File: config.mk
export PLATFORM = sky130hd
export DESIGN_NAME = sp_ram_ctrl_flat
export DESIGN_NICKNAME = d
export VERILOG_FILES = /design/src/rtl/sp_ram_ctrl_if.sv /design/src/rtl/sp_ram_ctrl.sv /design/src/flat_wrapper.sv
export SDC_FILE = /design/constraint.sdc
export NUM_CORES = 1
export LEC_CHECK = 0
export CAP_MARGIN = 10
export CORE_MARGIN = 2
export CORE_UTILIZATION = 53
export DETAILED_ROUTE_END_ITERATION = 6
export PLACE_DENSITY_LB_ADDON = 0.15
export SETUP_SLACK_MARGIN = 0.4
export SYNTH_ARGS = -nofsm -noshare
export SYNTH_HDL_FRONTEND = slang
export SYNTH_SLANG_ARGS = --single-unit
File: constraint.sdc
create_clock -name clk -period 3.2 [get_ports clk]
set_input_delay 0.64 -clock clk [delete_from_list [all_inputs] [get_ports clk]]
set_output_delay 0.64 -clock clk [all_outputs]
set_load 0.02 [all_outputs]
File: src/rtl/sp_ram_ctrl_if.sv
// ---------------------------------------------------------------------------
// sp_ram_ctrl_if
//   Request/response bundle for sp_ram_ctrl.
//
//   Handshake: a request transfers on every rising clk edge where
//   req_valid & req_ready are both 1. The master holds req_we, req_addr,
//   req_be and req_wdata stable while req_valid is high and req_ready is low.
//   The slave raises rsp_valid for exactly one cycle per response, and
//   responses come back in request order. There is no response back-pressure.
//
//   Signals
//     req_valid  master->slave  request present
//     req_ready  slave->master  slave can accept a request this cycle
//     req_we     master->slave  1 = write, 0 = read
//     req_addr   master->slave  word address
//     req_be     master->slave  byte enables; bit i covers wdata[8i+7:8i]
//     req_wdata  master->slave  write data
//     rsp_valid  slave->master  one-cycle pulse, rsp_rdata valid
//     rsp_rdata  slave->master  response data, held while rsp_valid = 0
// ---------------------------------------------------------------------------
interface sp_ram_ctrl_if #(
    parameter int DATA_W = 32,
    parameter int ADDR_W = 3
);
    logic                  req_valid;
    logic                  req_ready;
    logic                  req_we;
    logic [ADDR_W-1:0]     req_addr;
    logic [DATA_W/8-1:0]   req_be;
    logic [DATA_W-1:0]     req_wdata;
    logic                  rsp_valid;
    logic [DATA_W-1:0]     rsp_rdata;

    modport master (
        output req_valid, req_we, req_addr, req_be, req_wdata,
        input  req_ready, rsp_valid, rsp_rdata
    );

    modport slave (
        input  req_valid, req_we, req_addr, req_be, req_wdata,
        output req_ready, rsp_valid, rsp_rdata
    );
endinterface

File: src/rtl/sp_ram_ctrl.sv
// ---------------------------------------------------------------------------
// sp_ram_ctrl
//   Single-port synchronous RAM with a request/response handshake, per-byte
//   write enables, a read latency of 1 or 2 cycles and a clear engine that
//   writes INIT_VALUE to every word after reset or on a clear_start pulse.
//
//   Ports
//     clk          clock, all state on the rising edge
//     rst          asynchronous, active-high reset
//     clear_start  one-cycle pulse, start a full clear (ignored while clearing)
//     init_busy    1 while the clear engine runs
//     dbg_state    current FSM state (0 = CLEAR, 1 = READY)
//     bus          request/response bundle (slave side), see sp_ram_ctrl_if
// ---------------------------------------------------------------------------
module sp_ram_ctrl #(
    parameter int                 DATA_W     = 32,
    parameter int                 DEPTH      = 8,
    parameter int                 ADDR_W     = 3,
    parameter int                 RD_LATENCY = 1,
    parameter int                 WR_RESP    = 0,
    parameter logic [DATA_W-1:0]  INIT_VALUE = '0
) (
    input  logic          clk,
    input  logic          rst,
    input  logic          clear_start,
    output logic          init_busy,
    output logic [0:0]    dbg_state,
    sp_ram_ctrl_if.slave  bus
);

    localparam int               BYTES     = DATA_W / 8;
    localparam logic [ADDR_W-1:0] LAST_PTR = ADDR_W'(DEPTH - 1);

    typedef enum logic [0:0] {
        ST_CLEAR = 1'b0,
        ST_READY = 1'b1
    } state_t;

    state_t             state_q, state_d;
    logic [ADDR_W-1:0]  ptr_q, ptr_d;
    logic               clr_we;

    logic [DATA_W-1:0]  mem [DEPTH];

    logic               accept;
    logic               in_range;
    logic [ADDR_W-1:0]  rd_idx;
    logic [DATA_W-1:0]  cur_word;
    logic [DATA_W-1:0]  merged_word;
    logic               wr_en;
    logic               resp_en;
    logic [DATA_W-1:0]  resp_data;

    logic               rsp_valid_q;
    logic [DATA_W-1:0]  rsp_rdata_q;

    // ---------------- FSM ----------------
    always_ff @(posedge clk or posedge rst) begin
        if (rst) begin
            state_q <= ST_CLEAR;
            ptr_q   <= '0;
        end else begin
            state_q <= state_d;
            ptr_q   <= ptr_d;
        end
    end

    always_comb begin
        state_d       = state_q;
        ptr_d         = ptr_q;
        init_busy     = 1'b0;
        bus.req_ready = 1'b0;
        clr_we        = 1'b0;
        case (state_q)
            ST_CLEAR: begin
                init_busy = 1'b1;
                clr_we    = 1'b1;
                if (ptr_q == LAST_PTR) begin
                    state_d = ST_READY;
                    ptr_d   = '0;
                end else begin
                    ptr_d = ptr_q + 1'b1;
                end
            end
            ST_READY: begin
                bus.req_ready = 1'b1;
                // A request accepted this cycle still completes at this edge;
                // the clear begins writing on the following cycle.
                if (clear_start) begin
                    state_d = ST_CLEAR;
                    ptr_d   = '0;
                end
            end
            default: begin
                state_d = ST_CLEAR;
                ptr_d   = '0;
            end
        endcase
    end

    assign dbg_state = state_q;

    // ---------------- Request decode ----------------
    assign accept   = bus.req_valid & bus.req_ready;
    // Extra MSB keeps the compare valid when DEPTH == 2**ADDR_W.
    assign in_range = ({1'b0, bus.req_addr} < (ADDR_W + 1)'(DEPTH));
    // Never index past the array, even for a dropped access.
    assign rd_idx   = in_range ? bus.req_addr : '0;

    always_comb begin
        cur_word    = in_range ? mem[rd_idx] : '0;
        merged_word = cur_word;
        for (int i = 0; i < BYTES; i++) begin
            if (bus.req_be[i]) begin
                merged_word[8*i +: 8] = bus.req_wdata[8*i +: 8];
            end
        end
    end

    assign wr_en     = accept & bus.req_we & in_range;
    assign resp_en   = accept & (~bus.req_we | (WR_RESP != 0));
    // Out-of-range accesses answer with zero; writes answer write-first.
    assign resp_data = !in_range   ? '0 :
                       bus.req_we ? merged_word : cur_word;

    // ---------------- Storage ----------------
    // No reset on the array: contents are defined only by the clear engine.
    always_ff @(posedge clk) begin
        if (clr_we) begin
            mem[ptr_q] <= INIT_VALUE;
        end else if (wr_en) begin
            mem[rd_idx] <= merged_word;
        end
    end

    // ---------------- Response pipeline ----------------
    generate
        if (RD_LATENCY == 2) begin : g_lat2
            logic              stg_valid;
            logic [DATA_W-1:0] stg_data;

            always_ff @(posedge clk or posedge rst) begin
                if (rst) begin
                    stg_valid   <= 1'b0;
                    stg_data    <= '0;
                    rsp_valid_q <= 1'b0;
                    rsp_rdata_q <= '0;
                end else begin
                    stg_valid   <= resp_en;
                    if (resp_en) stg_data <= resp_data;
                    rsp_valid_q <= stg_valid;
                    if (stg_valid) rsp_rdata_q <= stg_data;
                end
            end
        end else begin : g_lat1
            always_ff @(posedge clk or posedge rst) begin
                if (rst) begin
                    rsp_valid_q <= 1'b0;
                    rsp_rdata_q <= '0;
                end else begin
                    rsp_valid_q <= resp_en;
                    if (resp_en) rsp_rdata_q <= resp_data;
                end
            end
        end
    endgenerate

    assign bus.rsp_valid = rsp_valid_q;
    assign bus.rsp_rdata = rsp_rdata_q;

endmodule

File: src/flat_wrapper.sv
// flat-port wrapper written by rule: the top's interface ports become plain ports
module sp_ram_ctrl_flat 
#(
    parameter int                 DATA_W     = 32,
    parameter int                 DEPTH      = 8,
    parameter int                 ADDR_W     = 3,
    parameter int                 RD_LATENCY = 1,
    parameter int                 WR_RESP    = 0,
    parameter logic [DATA_W-1:0]  INIT_VALUE = '0
)
  (clk, rst, clear_start, init_busy, dbg_state, bus_req_valid, bus_req_we, bus_req_addr, bus_req_be, bus_req_wdata, bus_req_ready, bus_rsp_valid, bus_rsp_rdata);
  sp_ram_ctrl_if #(.DATA_W(DATA_W), .ADDR_W(ADDR_W)) bus_i ();
  input  logic clk;
  input  logic rst;
  input  logic clear_start;
  output logic init_busy;
  output logic [0:0] dbg_state;
  input wire logic [$bits(bus_i.req_valid)-1:0] bus_req_valid;
  input wire logic [$bits(bus_i.req_we)-1:0] bus_req_we;
  input wire logic [$bits(bus_i.req_addr)-1:0] bus_req_addr;
  input wire logic [$bits(bus_i.req_be)-1:0] bus_req_be;
  input wire logic [$bits(bus_i.req_wdata)-1:0] bus_req_wdata;
  output wire logic [$bits(bus_i.req_ready)-1:0] bus_req_ready;
  output wire logic [$bits(bus_i.rsp_valid)-1:0] bus_rsp_valid;
  output wire logic [$bits(bus_i.rsp_rdata)-1:0] bus_rsp_rdata;
  assign bus_i.req_valid = bus_req_valid;
  assign bus_i.req_we = bus_req_we;
  assign bus_i.req_addr = bus_req_addr;
  assign bus_i.req_be = bus_req_be;
  assign bus_i.req_wdata = bus_req_wdata;
  assign bus_req_ready = bus_i.req_ready;
  assign bus_rsp_valid = bus_i.rsp_valid;
  assign bus_rsp_rdata = bus_i.rsp_rdata;
  sp_ram_ctrl #(.DATA_W(DATA_W), .DEPTH(DEPTH), .ADDR_W(ADDR_W), .RD_LATENCY(RD_LATENCY), .WR_RESP(WR_RESP), .INIT_VALUE(INIT_VALUE)) u_core (.clk(clk), .rst(rst), .clear_start(clear_start), .init_busy(init_busy), .dbg_state(dbg_state), .bus(bus_i));
endmodule
==> impl_metrics.py, run 1 <==
metrics = {
    "finish": {
        "fill_cells": 1605,
        "final_area_um2": 14400,
        "final_nets": 852,
        "syn2layout_area_growth_pct": 18.8,
        "final_cell_mix": "256 x edfxtp_1, 78 x clkdlybuf4s50_1, 70 x mux2i_1, 61 x mux2_2",
        "n_antenna_cell": 0,
        "drive_above_1_share_pct": 29.3,
        "layout_commonest_cell": "edfxtp_1",
        "stdcell_count": 1115,
    },
    "sta": {
        "finalHoldViolations": 0,
        "finalCritPeriodShare_pct": 80.2,
        "fmax_mhz": 390,
        "finalMaxSlewViolations": 0,
        "setup_viol": 0,
        "slew_headroom_pct": 25.4,
        "timing.hold.ws_ns": 0.354,
        "worst_pin_slew_ns": 1.12,
        "rsz0062_at_grt": "false",
        "fin_worst_skew_ns": 0.0102,
        "period_needed_ns": 2.57,
    },
    "hold_path": {
        "hold_class": "primary input to async pin",
    },
    "yosys": {
        "syn_avg_cell_area_um2": 17.2,
        "synthesis.nets": 750,
        "ys.flop_type": "edfxtp_1",
        "ys_seq_area_share_pct": 71.0,
        "syn-instance-count": 704,
        "async_reset_ff_share_pct": 12.6,
        "syn_area_um2": 12100,
        "yosys_warnings": 0,
        "synth_cell_types": 33,
        "yosysTopAreaCell": "edfxtp_1",
        "synthTopCellsByArea": "edfxtp_1 63%, dfrtp_1 7.6%, mux2i_1 5.8%",
        "ys_ff_latch": 293,
        "synth_edf_count": 256,
        "synth_top_area_share_pct": 63.3,
    },
    "power": {
        "clock_power_share_pct": 29.5,
        "p_sw_share_pct": 28.4,
        "seq_power_share_pct": 47.8,
        "peakVddDrop_mv": 0.609,
        "p_leak_nw": 5.11,
        "power_frac_comb_pct": 22.7,
        "p_sw_mw": 3.33,
        "power.density_nw_per_um2": 813,
        "p_int_mw": 8.40,
    },
    "floorplanning": {
        "die-area_um2": 24100,
        "die_width_um": 155,
        "die_h_um": 155,
        "ioPinCount": 80,
        "start_util_pct": 53.8,
        "core_um2": 22600,
        "rows": 55,
    },
    "setup_path": {
        "timing.rr.end": "u_core.mem[6][22]",
        "r2r_slack_ns": 0.92,
        "crit_path_start_kind": "primary input",
        "cp-end-kind": "flop",
        "reg2reg_depth": 5,
        "r2r_start": "u_core.dbg_state",
        "worstSetupPathType": "primary input to flop",
        "critPathMaxFanout": 26,
        "worst-endpoint-arrival_ns": 2.79,
        "required_ns": 3.42,
    },
    "clocking": {
        "clock_sinks": 293,
        "clockRootBuffer": "clkbuf_16",
        "cts_max_level": 1,
        "hold_buffers": 0,
        "cts.clk_slew.worst_paths_ns": 0.06,
        "cts.path.max_buffers": 3,
        "cts_setup_buffers": 0,
        "post_cts_resized": 0,
        "clock_latency_ns": 0.54,
        "cts_tree": "yes",
        "numCtsBuffers": 30,
    },
    "drt": {
        "wl_per_cell_um": 22.9,
        "vias": 6498,
        "ant_nets": 0,
        "drc_errors": 0,
        "viasPerCell": 5.83,
        "first_pass_iters": 5,
        "routed_wl_mm": 25.5,
        "drt_iter0_drc": 409,
    },
    "grt": {
        "grt_pass1_vias": 6797,
        "grt_overflow_total": 0,
        "grt_util_all_layers_pct": 21.5,
        "grt_first_pass_wirelength_mm": 39.2,
        "antenna_found_initial": 0,
        "grt_max_degree": 40,
    },
    "placement": {
        "port-buffer-count": 79,
        "place_hpwl_mm": 14.8,
        "gp_congestion": 0.781,
        "placed_area_um2": 13400,
        "dp_cells": 1059,
    },
    "flow_run": {
        "max_cap_viol_count": 0,
    },
    "status": {
        "status": "complete, no violations",
    },
}
[worst max-delay path: stages]
cell and delay, ns:
clkdlybuf4s50_1 0.52, nor2b_4 0.93, buf_4 0.33, a22oi_1 0.10
o221ai_2 0.10, a211oi_2 0.17
[final cells by class]
class                      count  area, µm²  area share (%)
multi-input combinational    358       3230            22.4
timing repair buffer         115       1190            8.24
inverter                       8       30.0           0.208
tap                          285        357            2.47
sequential                   293       8610            59.7
clock buffer                  41        843            5.85
clock inverter                15        153            1.06
[flip-flops by register name (all words and copies together) (netlist names)]
name,cells
u_core.bus.rsp_rdata,32
u_core.bus.rsp_valid,1
u_core.dbg_state,1
u_core.mem,256
u_core.ptr_q,3
[worst max-delay path by stage]
| stage | start | endpoint | slack [ns] | cells past startpoint |
|---|---|---|---|---|
| 3_5_place_dp | bus_req_addr[1] | u_core.mem[5][2] | 0.07 | 6 |
| 5_1_grt | bus_req_addr[1] | u_core.mem[5][7] | 0.55 | 6 |
| 4_1_cts | bus_req_addr[1] | u_core.mem[0][2] | 0.64 | 6 |
| 2_1_floorplan | bus_req_addr[0] | u_core.mem[5][0] | -0.11 | 7 |
| 6_report | bus_req_addr[1] | u_core.mem[2][1] | 0.63 | 6 |
| 3_3_place_gp | bus_req_addr[2] | u_core.mem[4][0] | 0.11 | 6 |
[per-stage QoR]
step                setup slack (ns)  TNS, ns  util [%]  power (mW)
global route                   0.554        0      63.9        12.2
CTS                            0.638        0      63.9        11.8
global placement               0.109        0      59.5        8.29
floorplan                     -0.105   -12.87         -        7.15
finish                         0.633        0      63.9        11.7
detailed placement            0.0715        0      59.5        8.37
[per-layer routing]
layer / global-route usage [%] / share of wire [%] / vias up
li1: - / - / 2979
met1: 29.5 / 43 / 3310
met2: 36.7 / 50 / 175
met3: 3.40 / 5.7 / 34
met4: 4.63 / 1.4 / 0
met5: 0 / 0 / -
[power by group through the flow]
stage          clock network [mW]  registers, mW  logic (mW)
3_3_place_gp                    0           5.62        2.66
4_1_cts                      3.52           5.61        2.70
2_1_floorplan                   0           5.86        1.28
3_5_place_dp                    0           5.68        2.69
5_1_grt                      3.67           5.69        2.87
6_report                     3.46           5.60        2.66
[cell families after synthesis]
kind of cell / after synthesis / share of synthesized area [%]
adder cells (fa/ha/maj): 2 / 0.206
multiplexers: 131 / 11.4
flip-flops: 293 / 71.0
AND/OR/NAND/NOR: 91 / 3.06
buffers and inverters: 53 / 2.67
AO/OA/AOI/OAI: 134 / 11.7
[cells in the mapped netlist, types with 3 or more instances]
cell type	n
edfxtp_1	256
mux2i_1	70
mux2_2	61
nor2_1	42
dfrtp_1	37
nand2_1	37
a211oi_2	32
o221ai_2	28
a22oi_2	20
o21ai_1	19
clkbuf_1	16
buf_2	15
o21ai_0	14
a22oi_1	12
inv_1	8
buf_4	6
buf_8	4
nand3_1	4
o211ai_2	4
buf_6	3
Power figures use the tool's default switching activity.
==> inputs of run 2 (changes only) <==
==> constraint.sdc (replaced) <==
create_clock -name clk -period 2.06 [get_ports clk]
set_input_delay 0.412 -clock clk [delete_from_list [all_inputs] [get_ports clk]]
set_output_delay 0.412 -clock clk [all_outputs]
set_load 0.02 [all_outputs]
==> run 2 against run 1 <==
Utilization increased by 7.6 points; die area stayed put; sequential power rose by 56%; sequential cell count unchanged; routed wire length is 15% higher; sequential share of layout area down 6.3 points; worst setup slack got worse by 0.47 ns; non-clock buffer count up 126; via count up 8.7%; critical path depth rose by 1; cell area increased by 12%; global-route usage is 2.0 points higher; largest cell class unchanged; highest routed layer unchanged.
==> impl_metrics.py, run 2 (synthesis gave the netlist of run 1 again) <==
metrics = {
    "setup_path": {
        "worstSetupPathType": "flop to flop",
        "critPathMaxFanout": 6,
        "slowest_delay_ns": 0.44,
        "worst-endpoint-arrival_ns": 2.15,
        "crit_path_start_kind": "flop",
        "crit_chain": "nand3_4 > mux2i_4 > nand2_2 > buf_6 > nor2_4 > buf_12 > buf_8",
        "cp-end-kind": "flop",
        "slowest_stage": "dfrtp_2",
        "required_ns": 2.31,
    },
    "sta": {
        "period_needed_ns": 1.89,
        "fin_worst_skew_ns": 0.0114,
        "slew_headroom_pct": 68.4,
        "finalMaxSlewViolations": 0,
        "rsz0062_at_grt": "true",
        "fmax_mhz": 528,
        "finalCritPeriodShare_pct": 91.9,
        "setup_viol": 0,
        "finalHoldViolations": 0,
        "worst_pin_slew_ns": 0.473,
    },
    "placement": {
        "place_hpwl_mm": 17.3,
        "gp_congestion": 0.755,
        "port-buffer-count": 79,
        "dp_cells": 1152,
    },
    "power": {
        "p_leak_nw": 5.98,
        "power.density_nw_per_um2": 1260,
        "peakVddDrop_mv": 0.892,
    },
    "hold_path": {
        "hold_class": "primary input to async pin",
    },
    "finish": {
        "fin_util_pct": 71.4,
        "final_nets": 978,
        "largest_register": "u_core.mem",
        "syn2layout_area_growth_pct": 32.9,
        "n_antenna_cell": 0,
        "fill_cells": 1387,
        "largest_reg_flops": 256,
        "stdcell_count": 1241,
        "final_cell_mix": "256 x edfxtp_1, 100 x buf_4, 68 x mux2i_1, 61 x mux2_2, 41 x clkbuf_16",
        "drive_above_1_share_pct": 42.5,
        "layout_commonest_cell": "edfxtp_1",
    },
    "status": {
        "status": "complete, no violations",
    },
    "drt": {
        "routed_wl_mm": 29.2,
        "drt_iter0_drc": 434,
        "drc_errors": 0,
        "ant_nets": 0,
        "first_pass_iters": 5,
        "wl_per_cell_um": 23.6,
        "viasPerCell": 5.69,
        "vias": 7065,
    },
    "clocking": {
        "cts_max_level": 1,
        "cts.path.max_buffers": 3,
        "cts.clk_slew.worst_paths_ns": 0.06,
        "clock_sinks": 293,
        "hold_buffers": 0,
        "cts_tree": "yes",
        "numCtsBuffers": 30,
        "clockRootBuffer": "clkbuf_16",
        "clock_latency_ns": 0.55,
    },
    "floorplanning": {
        "rows": 55,
        "ioPinCount": 80,
        "die-area_um2": 24100,
        "core_um2": 22600,
        "start_util_pct": 53.8,
        "die_h_um": 155,
        "die_width_um": 155,
    },
    "grt": {
        "grt_first_pass_wirelength_mm": 42.8,
        "grt_overflow_total": 0,
        "grt_pass1_vias": 7430,
        "grt_util_all_layers_pct": 23.5,
        "antenna_found_initial": 0,
        "grt_max_degree": 66,
    },
    "flow_run": {
        "max_cap_viol_count": 0,
    },
}
-- run 2: changes by cell type in the layout (fill, tap and decap cells not counted), moves of 10 or more --
cell	change
buf_4	+74
buf_6	+13
clkbuf_2	+13
clkdlybuf4s15_1	+13
clkdlybuf4s50_1	-38
buf_12	+22
clkbuf_16	+10
-- run 2: final timing paths --
check | from | end | slack, ns | cells past startpoint
setup / recovery | u_core.dbg_state | u_core.mem[2][16] | 0.17 | 7
hold / removal | rst | u_core.bus.rsp_rdata[21] | 0.19 | 3
setup reg to reg | u_core.dbg_state | u_core.mem[2][16] | 0.17 | 7
hold reg to reg | u_core.bus.rsp_rdata[27] | u_core.bus.rsp_rdata[27] | 0.48 | 2
max in group asynchronous | rst | u_core.dbg_state | 1.59 | 3
min in group clk | u_core.bus.rsp_rdata[27] | u_core.bus.rsp_rdata[27] | 0.48 | 2
-- run 2: cell type report --
class | count | area, µm² | share of cell area, %
inverters | 8 | 35.0 | 0.217
repair buffers | 241 | 2650 | 16.4
well taps | 285 | 357 | 2.21
flip-flops and latches | 293 | 8610 | 53.4
multi-input cells | 358 | 3410 | 21.2
clock inverters | 22 | 270 | 1.68
clock buffers | 34 | 787 | 4.88
-- run 2: metrics by stage --
step / instance area [µm²] / TNS [ns] / total power, mW / setup slack (ns) / hold slack, ns
2_1_floorplan: 12300 / -20.79 / 11.3 / -0.115 / 0.494
3_3_place_gp: 14400 / -143.98 / 13.7 / -0.428 / 0.464
3_5_place_dp: 14400 / -163.40 / 13.9 / -0.463 / 0.474
4_1_cts: 15700 / 0 / 19.7 / 0.220 / 0.200
5_1_grt: 16100 / 0 / 21.1 / 0.122 / 0.198
6_report: 16100 / 0 / 20.3 / 0.167 / 0.189
-- run 2: critical path: cells and delay by family, from the launching register on --
| family | cells | cell delay [ns] |
|---|---|---|
| multiplexers | 1 | 0.32 |
| AND/OR/NAND/NOR | 3 | 0.40 |
| flip-flops | 1 | 0.44 |
| buffers and inverters | 3 | 0.44 |
-- run 2: what timing repair did --
item / CTS / global route
endpoints found under the setup margin: 551 / 388
gates resized for setup: 112 / 31
cloned: 1 / 12
setup buffers: 12 / 8
pin swaps: 2 / 8
-- run 2: routing by layer --
metal | GRT usage, % | up-vias | wire (µm)
met1 | 31.6 | 3606 | 12300
met5 | 0 | - | 0
li1 | - | 3244 | -
met3 | 3.29 | 32 | 1290
met4 | 6.20 | 0 | 418
met2 | 40.8 | 183 | 15200
-- run 2: report_power, final --
part / internal (mW) / switching [mW]
clock: 3.50 / 2.21
combinational: 2.71 / 3.19
sequential: 8.22 / 0.489
total: 14.4 / 5.89
==> inputs of run 3 (changes only) <==
--- a/config.mk
+++ b/config.mk
@@ -7,7 +7,8 @@
 export LEC_CHECK = 0
 export CAP_MARGIN = 10
 export CORE_MARGIN = 2
-export CORE_UTILIZATION = 53
+export CORE_UTILIZATION = 54
+export CTS_BUF_LIST = sky130_fd_sc_hd__clkbuf_4
 export DETAILED_ROUTE_END_ITERATION = 6
 export PLACE_DENSITY_LB_ADDON = 0.15
 export SETUP_SLACK_MARGIN = 0.4
==> run 3 against run 2 <==
Via count increased by 5.3%; register-to-register slack improved by 0.03 ns; cell area increased by 1.4%; sequential share of layout area decreased by 0.72 points; die area decreased by 1.8%; clock-buffer cell count increased by 93; clock skew increased by 0.031 ns; sequential cell count unchanged; global-route usage increased by 1.2 points; combinational power increased by 7.3%.
==> impl_metrics.py, run 3 (synthesis gave the netlist of run 1 again) <==
metrics = {
    "status": {
        "status": "complete, no violations",
    },
    "floorplanning": {
        "die-area_um2": 23700,
        "start_util_pct": 55.3,
        "rows": 54,
        "core_um2": 22000,
        "ioPinCount": 80,
        "die_width_um": 154,
        "die_h_um": 154,
    },
    "finish": {
        "largest_reg_flops": 256,
        "final_cell_mix": "256 x edfxtp_1, 127 x clkbuf_4, 107 x buf_4, 68 x mux2i_1, 61 x mux2_2",
        "syn2layout_area_growth_pct": 34.7,
        "layout_commonest_cell": "edfxtp_1",
        "drive_above_1_share_pct": 48.9,
        "fin_util_pct": 74.5,
        "final_nets": 1028,
        "final_area_um2": 16300,
        "stdcell_count": 1324,
        "largest_register": "u_core.mem",
    },
    "setup_path": {
        "required_ns": 2.42,
        "crit_chain": "nand3_4 > buf_4 > a2bb2oi_4 > or2_4 > nor2_4 > buf_12 > buf_12",
        "slowest_stage": "dfrtp_2",
        "cp-startpoint": "u_core.dbg_state",
        "timing.critical_path.mode_cell": "buf_12",
        "reg2reg_depth": 7,
        "crit_path_end": "u_core.mem[7][29]",
        "worstSetupPathType": "flop to flop",
        "slowest_delay_ns": 0.40,
        "timing.rr.end": "u_core.mem[7][29]",
        "crit_path_start_kind": "flop",
        "r2r_slack_ns": 0.20,
        "r2r_start": "u_core.dbg_state",
        "critPathMaxFanout": 11,
        "cp-end-kind": "flop",
        "worst-endpoint-arrival_ns": 2.22,
    },
    "power": {
        "p_sw_share_pct": 29.6,
        "p_int_mw": 14.5,
        "clock_power_share_pct": 26.5,
        "peakVddDrop_mv": 0.661,
        "fin_total_pwr_mw": 20.6,
        "seq_power_share_pct": 42.7,
        "power.density_nw_per_um2": 1260,
        "power_frac_comb_pct": 30.8,
        "p_leak_nw": 6.23,
        "p_sw_mw": 6.08,
    },
    "drt": {
        "vias": 7442,
        "ant_nets": 0,
        "first_pass_iters": 4,
        "drc_errors": 0,
        "viasPerCell": 5.62,
        "routed_wl_mm": 30.4,
        "wl_per_cell_um": 22.9,
        "drt_iter0_drc": 466,
    },
    "sta": {
        "finalCritPeriodShare_pct": 90.3,
        "rsz0062_at_grt": "true",
        "setup_viol": 0,
        "timing.hold.ws_ns": 0.0528,
        "slew_headroom_pct": 61.2,
        "fin_setup_tns_ns": 0,
        "finalMaxSlewViolations": 0,
        "fin_worst_skew_ns": 0.0428,
        "worst_pin_slew_ns": 0.581,
        "setup_slack_ns": 0.201,
        "fmax_mhz": 538,
        "period_needed_ns": 1.86,
        "finalHoldViolations": 0,
    },
    "clocking": {
        "numCtsBuffers": 74,
        "cts_tree": "yes",
        "clock_sinks": 293,
        "cts.clk_slew.worst_paths_ns": 0.08,
        "clockRootBuffer": "clkbuf_4",
        "cts.path.max_buffers": 3,
        "cts_max_level": 3,
        "clock_latency_ns": 0.70,
    },
    "flow_run": {
        "max_cap_viol_count": 0,
    },
    "placement": {
        "post-place-ws_ns": -0.517,
        "place_hpwl_mm": 16.9,
        "dp_cells": 1131,
        "gp_congestion": 0.777,
        "placed_area_um2": 14300,
        "port-buffer-count": 79,
    },
    "grt": {
        "grt_util_all_layers_pct": 24.7,
        "grt_first_pass_wirelength_mm": 44.3,
        "grt_max_degree": 66,
        "antenna_found_initial": 1,
        "grt_overflow_total": 0,
        "grt_pass1_vias": 7824,
    },
    "hold_path": {
        "hold_class": "primary input to async pin",
    },
}
[run 3: cell types whose count changed in the layout (fill, tap and decap cells not counted), moves of 3 or more]
cell             before  now
clkinv_2              5    1
buf_4               100  107
bufinv_16             6    3
clkbuf_4              0  127
clkbuf_16            41    8
clkbuf_1              3    0
clkbuf_2             13    0
clkdlybuf4s15_2       8    0
buf_6                14   38
clkinvlp_4            3    0
buf_8                 6    3
clkdlybuf4s15_1      13    0
buf_2                 2    5
buf_12               32   40
[run 3: layout make-up]
cell class | instances | area [µm²]
inverters | 8 | 37.5
fillers | 1312 | 5610
clock buffers | 127 | 953
clock inverters | 10 | 118
multi-input cells | 358 | 3430
repair buffers | 247 | 2840
flip-flops and latches | 293 | 8610
diodes | 1 | 2.50
well taps | 280 | 350
[run 3: worst max-delay path, delay by kind of cell (launching register included)]
family	cells	cell delay, ns
compound gates	1	0.14
buf+inv	3	0.47
flops	1	0.40
simple gates	3	0.51
[run 3: repair_timing]
action                     CTS  global route
cloned                       4            11
setup endpoints to repair  364           455
gates resized for setup    228            26
pin swaps                    6             5
buffers inserted            21            19
hold buffers                 0             0
[run 3: worst min-delay path by stage]
stage                                  start                       end  slack, ns  depth (start not counted)
finish                                   rst   u_core.bus.rsp_rdata[9]       0.05                          2
global route                             rst  u_core.bus.rsp_rdata[14]       0.06                          2
CTS                                      rst  u_core.bus.rsp_rdata[14]       0.03                          2
detailed placement   u_core.bus.rsp_rdata[7]   u_core.bus.rsp_rdata[7]       0.48                          2
global placement    u_core.bus.rsp_rdata[20]  u_core.bus.rsp_rdata[20]       0.47                          2
floorplan                        clear_start           u_core.ptr_q[2]       0.49                          1
[run 3: routing by layer]
metal	routed length (µm)	global-route usage, %	vias up
met5	0	0	-
met2	16000	42.9	234
met4	446	8.23	0
met3	1440	4.57	44
li1	-	-	3386
met1	12500	31.6	3778
[run 3: power groups by stage]
stage,Clock [mW],Sequential (mW),Combinational [mW]
floorplan,0,9.08,2.22
global placement,0,8.74,4.86
detailed placement,0,8.82,4.99
CTS,5.56,8.75,5.66
global route,5.86,8.87,6.68
finish,5.46,8.77,6.33
